<file path="config.mk">
export PLATFORM = sky130hd
export DESIGN_NAME = fp32_serial_ctrl
export DESIGN_NICKNAME = d
export VERILOG_FILES = /design/src/rtl/fp32_ctrl_pkg.sv /design/src/rtl/fp32_sout_shift.sv /design/src/rtl/fp32_serial_ctrl.sv
export SDC_FILE = /design/constraint.sdc
export NUM_CORES = 1
export LEC_CHECK = 0
export CORE_MARGIN = 2
export CORE_UTILIZATION = 35
export DETAILED_ROUTE_END_ITERATION = 12
export GPL_TIMING_DRIVEN = 0
export PLACE_DENSITY = 0.56
export SYNTH_ARGS = -nofsm -noshare
export SYNTH_HDL_FRONTEND = slang
export SYNTH_HIERARCHICAL = 1
export SYNTH_SLANG_ARGS = --single-unit
</file>
<file path="constraint.sdc">
create_clock -name clk -period 2.55 [get_ports clk]
set_input_delay 0.765 -clock clk [delete_from_list [all_inputs] [get_ports clk]]
set_output_delay 0.765 -clock clk [all_outputs]
set_load 0.03 [all_outputs]
</file>
<file path="src/rtl/fp32_ctrl_pkg.sv">
// Shared types and defaults for the bit-serial FP32 adder sequencer.
package fp32_ctrl_pkg;

  localparam int DEF_WIDTH   = 32;
  localparam int DEF_ADD_LAT = 2;

  typedef enum logic [2:0] {
    ST_IDLE,
    ST_LOAD_A,
    ST_LOAD_B,
    ST_COMPUTE,
    ST_CAPTURE,
    ST_SHIFT_OUT,
    ST_DONE
  } state_e;

endpackage

</file>
<file path="src/rtl/fp32_sout_shift.sv">
// Parallel-load, left-shift result register that presents its MSB under a
// valid/ready handshake; valid drops after the last bit is taken.
module fp32_sout_shift #(
  parameter int WIDTH = 32
) (
  input  logic             clk,
  input  logic             reset,
  input  logic             load_i,
  input  logic [WIDTH-1:0] data_i,
  input  logic             ready_i,
  input  logic             last_i,
  input  logic             clear_i,
  output logic             sout_o,
  output logic             valid_o
);

  logic [WIDTH-1:0] data_q;
  logic             valid_q;

  always_ff @(posedge clk or posedge reset) begin
    if (reset) begin
      data_q  <= '0;
      valid_q <= 1'b0;
    end else if (clear_i) begin
      data_q  <= '0;
      valid_q <= 1'b0;
    end else if (load_i) begin
      data_q  <= data_i;
      valid_q <= 1'b1;
    end else if (valid_q && ready_i) begin
      data_q <= {data_q[WIDTH-2:0], 1'b0};
      if (last_i) begin
        valid_q <= 1'b0;
      end
    end
  end

  assign sout_o  = data_q[WIDTH-1];
  assign valid_o = valid_q;

endmodule

</file>
<file path="src/rtl/fp32_serial_ctrl.sv">
// Sequencer for the bit-serial FP32 adder: loads A then B serially, waits the
// adder latency, then streams the sum out. FP32_SER_CTRL_ABORT_EN adds 'abort'.
module fp32_serial_ctrl
  import fp32_ctrl_pkg::*;
#(
  parameter int WIDTH   = DEF_WIDTH,
  parameter int ADD_LAT = DEF_ADD_LAT
) (
  input  logic             clk,
  input  logic             reset,
  input  logic             start,
  input  logic             sin,
  input  logic             sin_valid,
`ifdef FP32_SER_CTRL_ABORT_EN
  input  logic             abort,
`endif
  output logic             lda,
  output logic             ldb,
  output logic             inp_ab,
  input  logic [WIDTH-1:0] sum,
  output logic             sout,
  output logic             sout_valid,
  input  logic             sout_ready,
  output logic             busy,
  output logic             done
);

  localparam int CNT_W = $clog2(WIDTH);
  localparam int LAT_W = (ADD_LAT > 1) ? $clog2(ADD_LAT) : 1;
  localparam logic [CNT_W-1:0] LAST_BIT = CNT_W'(WIDTH - 1);
  localparam logic [LAT_W-1:0] LAST_LAT = LAT_W'(ADD_LAT - 1);

  state_e             state_q, state_d;
  logic [CNT_W-1:0]   bitCnt_q, bitCnt_d;
  logic [LAT_W-1:0]   latCnt_q, latCnt_d;
  logic               shLoad, shLast, shFire, abortHit;

`ifdef FP32_SER_CTRL_ABORT_EN
  assign abortHit = abort && (state_q != ST_IDLE);
`else
  assign abortHit = 1'b0;
`endif

  assign shFire = sout_valid && sout_ready;

  always_ff @(posedge clk or posedge reset) begin
    if (reset) begin
      state_q  <= ST_IDLE;
      bitCnt_q <= '0;
      latCnt_q <= '0;
    end else begin
      state_q  <= state_d;
      bitCnt_q <= bitCnt_d;
      latCnt_q <= latCnt_d;
    end
  end

  always_comb begin
    state_d  = state_q;
    bitCnt_d = bitCnt_q;
    latCnt_d = latCnt_q;
    shLoad   = 1'b0;
    shLast   = 1'b0;
    case (state_q)
      ST_IDLE: begin
        if (start) begin
          state_d  = ST_LOAD_A;
          bitCnt_d = '0;
        end
      end
      ST_LOAD_A: begin
        if (sin_valid) begin
          if (bitCnt_q == LAST_BIT) begin
            state_d  = ST_LOAD_B;
            bitCnt_d = '0;
          end else begin
            bitCnt_d = bitCnt_q + 1'b1;
          end
        end
      end
      ST_LOAD_B: begin
        if (sin_valid) begin
          if (bitCnt_q == LAST_BIT) begin
            state_d  = ST_COMPUTE;
            latCnt_d = '0;
          end else begin
            bitCnt_d = bitCnt_q + 1'b1;
          end
        end
      end
      ST_COMPUTE: begin
        if (latCnt_q == LAST_LAT) begin
          state_d = ST_CAPTURE;
        end else begin
          latCnt_d = latCnt_q + 1'b1;
        end
      end
      ST_CAPTURE: begin
        shLoad   = 1'b1;
        state_d  = ST_SHIFT_OUT;
        bitCnt_d = '0;
      end
      ST_SHIFT_OUT: begin
        if (shFire) begin
          if (bitCnt_q == LAST_BIT) begin
            shLast  = 1'b1;
            state_d = ST_DONE;
          end else begin
            bitCnt_d = bitCnt_q + 1'b1;
          end
        end
      end
      ST_DONE: state_d = ST_IDLE;
      default: state_d = ST_IDLE;
    endcase
    // Abort overrides whatever the current state decided.
    if (abortHit) begin
      state_d  = ST_IDLE;
      bitCnt_d = '0;
      latCnt_d = '0;
      shLoad   = 1'b0;
    end
  end

  assign lda    = (state_q == ST_LOAD_A) && sin_valid;
  assign ldb    = (state_q == ST_LOAD_B) && sin_valid;
  assign inp_ab = sin;
  assign busy   = (state_q != ST_IDLE);
  assign done   = (state_q == ST_DONE);

  fp32_sout_shift #(.WIDTH(WIDTH)) u_sout_shift (
    .clk     (clk),
    .reset   (reset),
    .load_i  (shLoad),
    .data_i  (sum),
    .ready_i (sout_ready),
    .last_i  (shLast),
    .clear_i (abortHit),
    .sout_o  (sout),
    .valid_o (sout_valid)
  );

endmodule
</file>
==> summary.log <==
[placement] cell count after placement 341
[setup_path] Critical Path Sink Type output port
[yosys] summed instance area of the synthesized netlist 2330 sq um
[route] routed length per instance 14.3 um
[clock_network] CTS sink cnt 42
[die] Placeable Area 6390 sq um
[yosys] number of synthesized register bits 42
[die] Site Rows 29
[final_layout] area used by sequential logic in the layout 1050 sq um
[job] max-cap viol count 0
[die] full die area 7320 sq um
[die] effective utilization at floorplan 0.364
[placement] final RePlAce weighted congestion 0.811
[placement] DP Worst Slack -0.392 ns
[global_route] via count of the first global-routing pass 1799
[placement] Detail Placement HPWL 3480 um
[timing] worst relative slew slack 0.533
[final_layout] non-filler instance count after layout 349
[setup_path] reg-to-reg endpoint bitCnt_q[4]$_DFFE_PP0P_
[final_layout] filler cell count in the final layout 639
[timing] unrepaired setup endpoints after global routing false
[route] drc violations 0
[setup_path] largest stage delay on the critical path 0.40 ns
[global_route] Global Route Usage Sum 0.144
[yosys] most common library cells after synthesis 42 x sky130_fd_sc_hd__dfrtp_1, 38 x sky130_fd_sc_hd__nand2_1, 34 x sky130_fd_sc_hd__mux2i_1
[timing] final cycle utilization of the critical path 0.939
[clock_network] CTS buffer count 5
[global_route] global-route wire length before repair 8390 um
[min_path] Hold Crit Endpoint u_sout_shift/data_q[12]$_DFFE_PP0P_
[setup_path] highest net fanout along the worst path 5
[clock_network] Bufs on Longest Clock Path 2
[route] DRT antenna net count 0
[timing] # setup viols final 0
[timing] max-slew violations 0
[min_path] Hold Path Class reg -> reg
[timing] Layout Skew 0.00887 ns
[status] result of the run completed
[route] post-detailed-route via-to-cell ratio 5.23
[yosys] distinct cell type count of the synthesized netlist 38
[route] vias after detailed routing 1827
[die] die height 85.5 um
[final_layout] antenna fix cells 0
[yosys] Post-synth EDFFs 0
[yosys] async set-reset flop share out of synthesis 1.00
[setup_path] depth of the most critical reg-to-reg path 8
[final_layout] number of nets in the layout 311
[die] # IOs 45
[yosys] sequential cell area fraction in the yosys report 0.452
[clock_network] worst skew pair latency 0.29 ns
[power_and_ir_drop] Tot Pwr 1.80 mW
[yosys] most area-hungry cell type in the Yosys netlist sky130_fd_sc_hd__dfrtp_1
[setup_path] number of cells on the critical path 3
[final_layout] fraction of layout instances using a drive strength above 1 0.132
[timing] shortest clock period the worst path allows after layout 2.39 ns
[route] wirelength, routed 4990 um
[timing] number of failing hold endpoints at the final stage 0
[yosys] Synth top area share 0.452
[setup_path] startpoint of the worst register-to-register path bitCnt_q[0]$_DFFE_PP0P_
[clock_network] Clock Pin Slew Worst Setup and Hold Paths 0.08 ns
[setup_path] family with the most delay on the worst path buffers and inverters
[final_layout] P&R area growth vs syn 26.2%
[clock_network] CTS HTree Levels 2
[global_route] maximum number of pins on one net before global-route repair 34
[die] width of the die 85.5 um
[power_and_ir_drop] Power Density 614 nW/um^2
[clock_network] Post-CTS Setup Repair Bufs 0
[yosys] cell with the most instances after synthesis sky130_fd_sc_hd__dfrtp_1
[setup_path] Crit Path Class in -> out
[yosys] Synthesis Warnings 6
[min_path] origin of the worst min-delay path u_sout_shift/data_q[12]$_DFFE_PP0P_
[power_and_ir_drop] peak supply drop 0.452 mV
[yosys] cell types with the largest area share after synthesis sky130_fd_sc_hd__dfrtp_1 45%, sky130_fd_sc_hd__mux2i_1 15%, sky130_fd_sc_hd__o31ai_1 10%, sky130_fd_sc_hd__nand2_1 6.1%, sky130_fd_sc_hd__buf_6 4.4%
[power_and_ir_drop] leak pwr 1.17 nW
[setup_path] buffer and inverter count on the worst path 2
[timing] Max Freq 418 MHz
[setup_path] category of the worst setup path launch point input pin
[setup_path] reg-to-reg setup timing slack 0.44 ns
[clock_network] TritonCTS clock tree yes
[yosys] Post-Syn Instances 221
[yosys] most used flip-flop cell after synthesis sky130_fd_sc_hd__dfrtp_1
[route] first-pass iteration count of the detailed router 4
[timing] Slew @ Worst Pin 0.699 ns
[setup_path] required time worst endpoint 1.79 ns
[yosys] Post-Syn Nets 261
[timing] fin worst setup slack 0.155 ns
[setup_path] ordered cell list for the critical path dlygate4sd2_1 > and3_1 > dlygate4sd2_1
[global_route] Overflow after GRT 0
[yosys] Avg Inst Size Synth 10.5 sq um
[placement] number of buffers inserted by port buffering 43
[setup_path] dominant cell type by count on the critical path sky130_fd_sc_hd__dlygate4sd2_1
[final_layout] area of the multi-input gates 1090 sq um
[setup_path] cell at the slowest stage of the critical path sky130_fd_sc_hd__dlygate4sd2_1
[min_path] Cells on Worst Hold Path 2
[setup_path] Crit path arrival time 1.63 ns
[global_route] initial antenna violation count 0
[route] drt first-iter violations 74
[clock_network] Root Buffer Master sky130_fd_sc_hd__clkbuf_8
-- layout make-up --
type	instances	area share
Multi-Input combinational cell	150	0.371
Buffer	18	0.0503
Sequential cell	42	0.358
Timing Repair Buffer	43	0.144
Clock buffer	5	0.0234
Tap cell	77	0.0328
Clock inverter	3	0.00724
Inverter	11	0.0141
-- layout by cell type, fill, tap and decap left out, drive strengths merged, types with 2 or more instances in the layout --
| cell type | n |
|---|---|
| nor3 | 5 |
| buf | 15 |
| nand3 | 4 |
| o21ai | 2 |
| clkdlybuf4s50 | 38 |
| clkinv | 3 |
| o31ai | 32 |
| nand2b | 2 |
| dfrtp | 42 |
| mux2 | 2 |
| mux2i | 34 |
| nor2 | 3 |
| o22ai | 2 |
| a222oi | 2 |
| nand2 | 38 |
| dlygate4sd2 | 3 |
| and3 | 2 |
| a32o | 2 |
| a21oi | 3 |
| a22o | 2 |
| ha | 2 |
| clkbuf | 9 |
| inv | 10 |
| nor2b | 2 |
-- tightest hold or removal path: cells and delay by family (launching register included) --
| kind | cells | cell delay (ns) |
|---|---|---|
| AO/OA/AOI/OAI | 1 | 0.05 |
| AND/OR/NAND/NOR | 1 | 0.05 |
| flip-flops | 1 | 0.35 |
-- sequential cells by signal, indices dropped and copies added (netlist names) --
name	count
latCnt_q	1
bitCnt_q	5
u_sout_shift/data_q	32
u_sout_shift/valid_o	1
state_q	3
-- layer usage --
metal  track usage  share of wire
met2         0.226           0.45
met5             0              0
met4        0.0519          0.014
met3        0.0356          0.051
met1         0.195           0.49
-- stage by stage --
step	util	hold slack [ns]	area, sq um	setup TNS, ns
after global placement	0.447	0.459	2850	-0.791
final	0.460	0.482	2940	0
after global routing	0.460	0.507	2940	0
after detailed placement	0.447	0.465	2850	-0.773
after CTS	0.460	0.484	2940	0
after floorplan	-	0.447	2330	0
-- timing repair --
item / in CTS / in global routing
hold endpoints to repair: 0 / 0
gates cloned: 0 / 0
resized for setup: 8 / 4
hold buffers: 0 / 0
endpoints found under the setup margin: 4 / 2
-- power breakdown --
part,internal [mW],switching [mW]
Combinational,0.289,0.302
Clock,0.193,0.246
Sequential,0.733,0.0407
Total,1.21,0.588
-- how the worst max path moves through the flow --
| stage | end | from | slack, ns |
|---|---|---|---|
| floorplan | done | state_q[2]$_DFFE_PP0P_ | 0.42 |
| global placement | lda | sin_valid | -0.40 |
| detailed placement | lda | sin_valid | -0.39 |
| CTS | lda | state_q[0]$_DFFE_PP0P_ | 0.04 |
| global route | lda | state_q[0]$_DFFE_PP0P_ | 0.06 |
| finish | lda | sin_valid | 0.16 |
-- logic make-up (layout without fill, tap and decap cells) --
| logic type | after synthesis | count (layout) | share of synthesized area |
|---|---|---|---|
| AO/OA/AOI/OAI | 52 | 52 | 0.184 |
| adder cells (fa/ha/maj) | 2 | 2 | 0.0108 |
| buffers and inverters | 29 | 80 | 0.0812 |
| flip-flops | 42 | 42 | 0.452 |
| multiplexers | 36 | 36 | 0.158 |
| other | 1 | 1 | 0.00161 |
| AND/OR/NAND/NOR | 59 | 59 | 0.113 |
No activity file was read; power rests on OpenSTA's default activity.
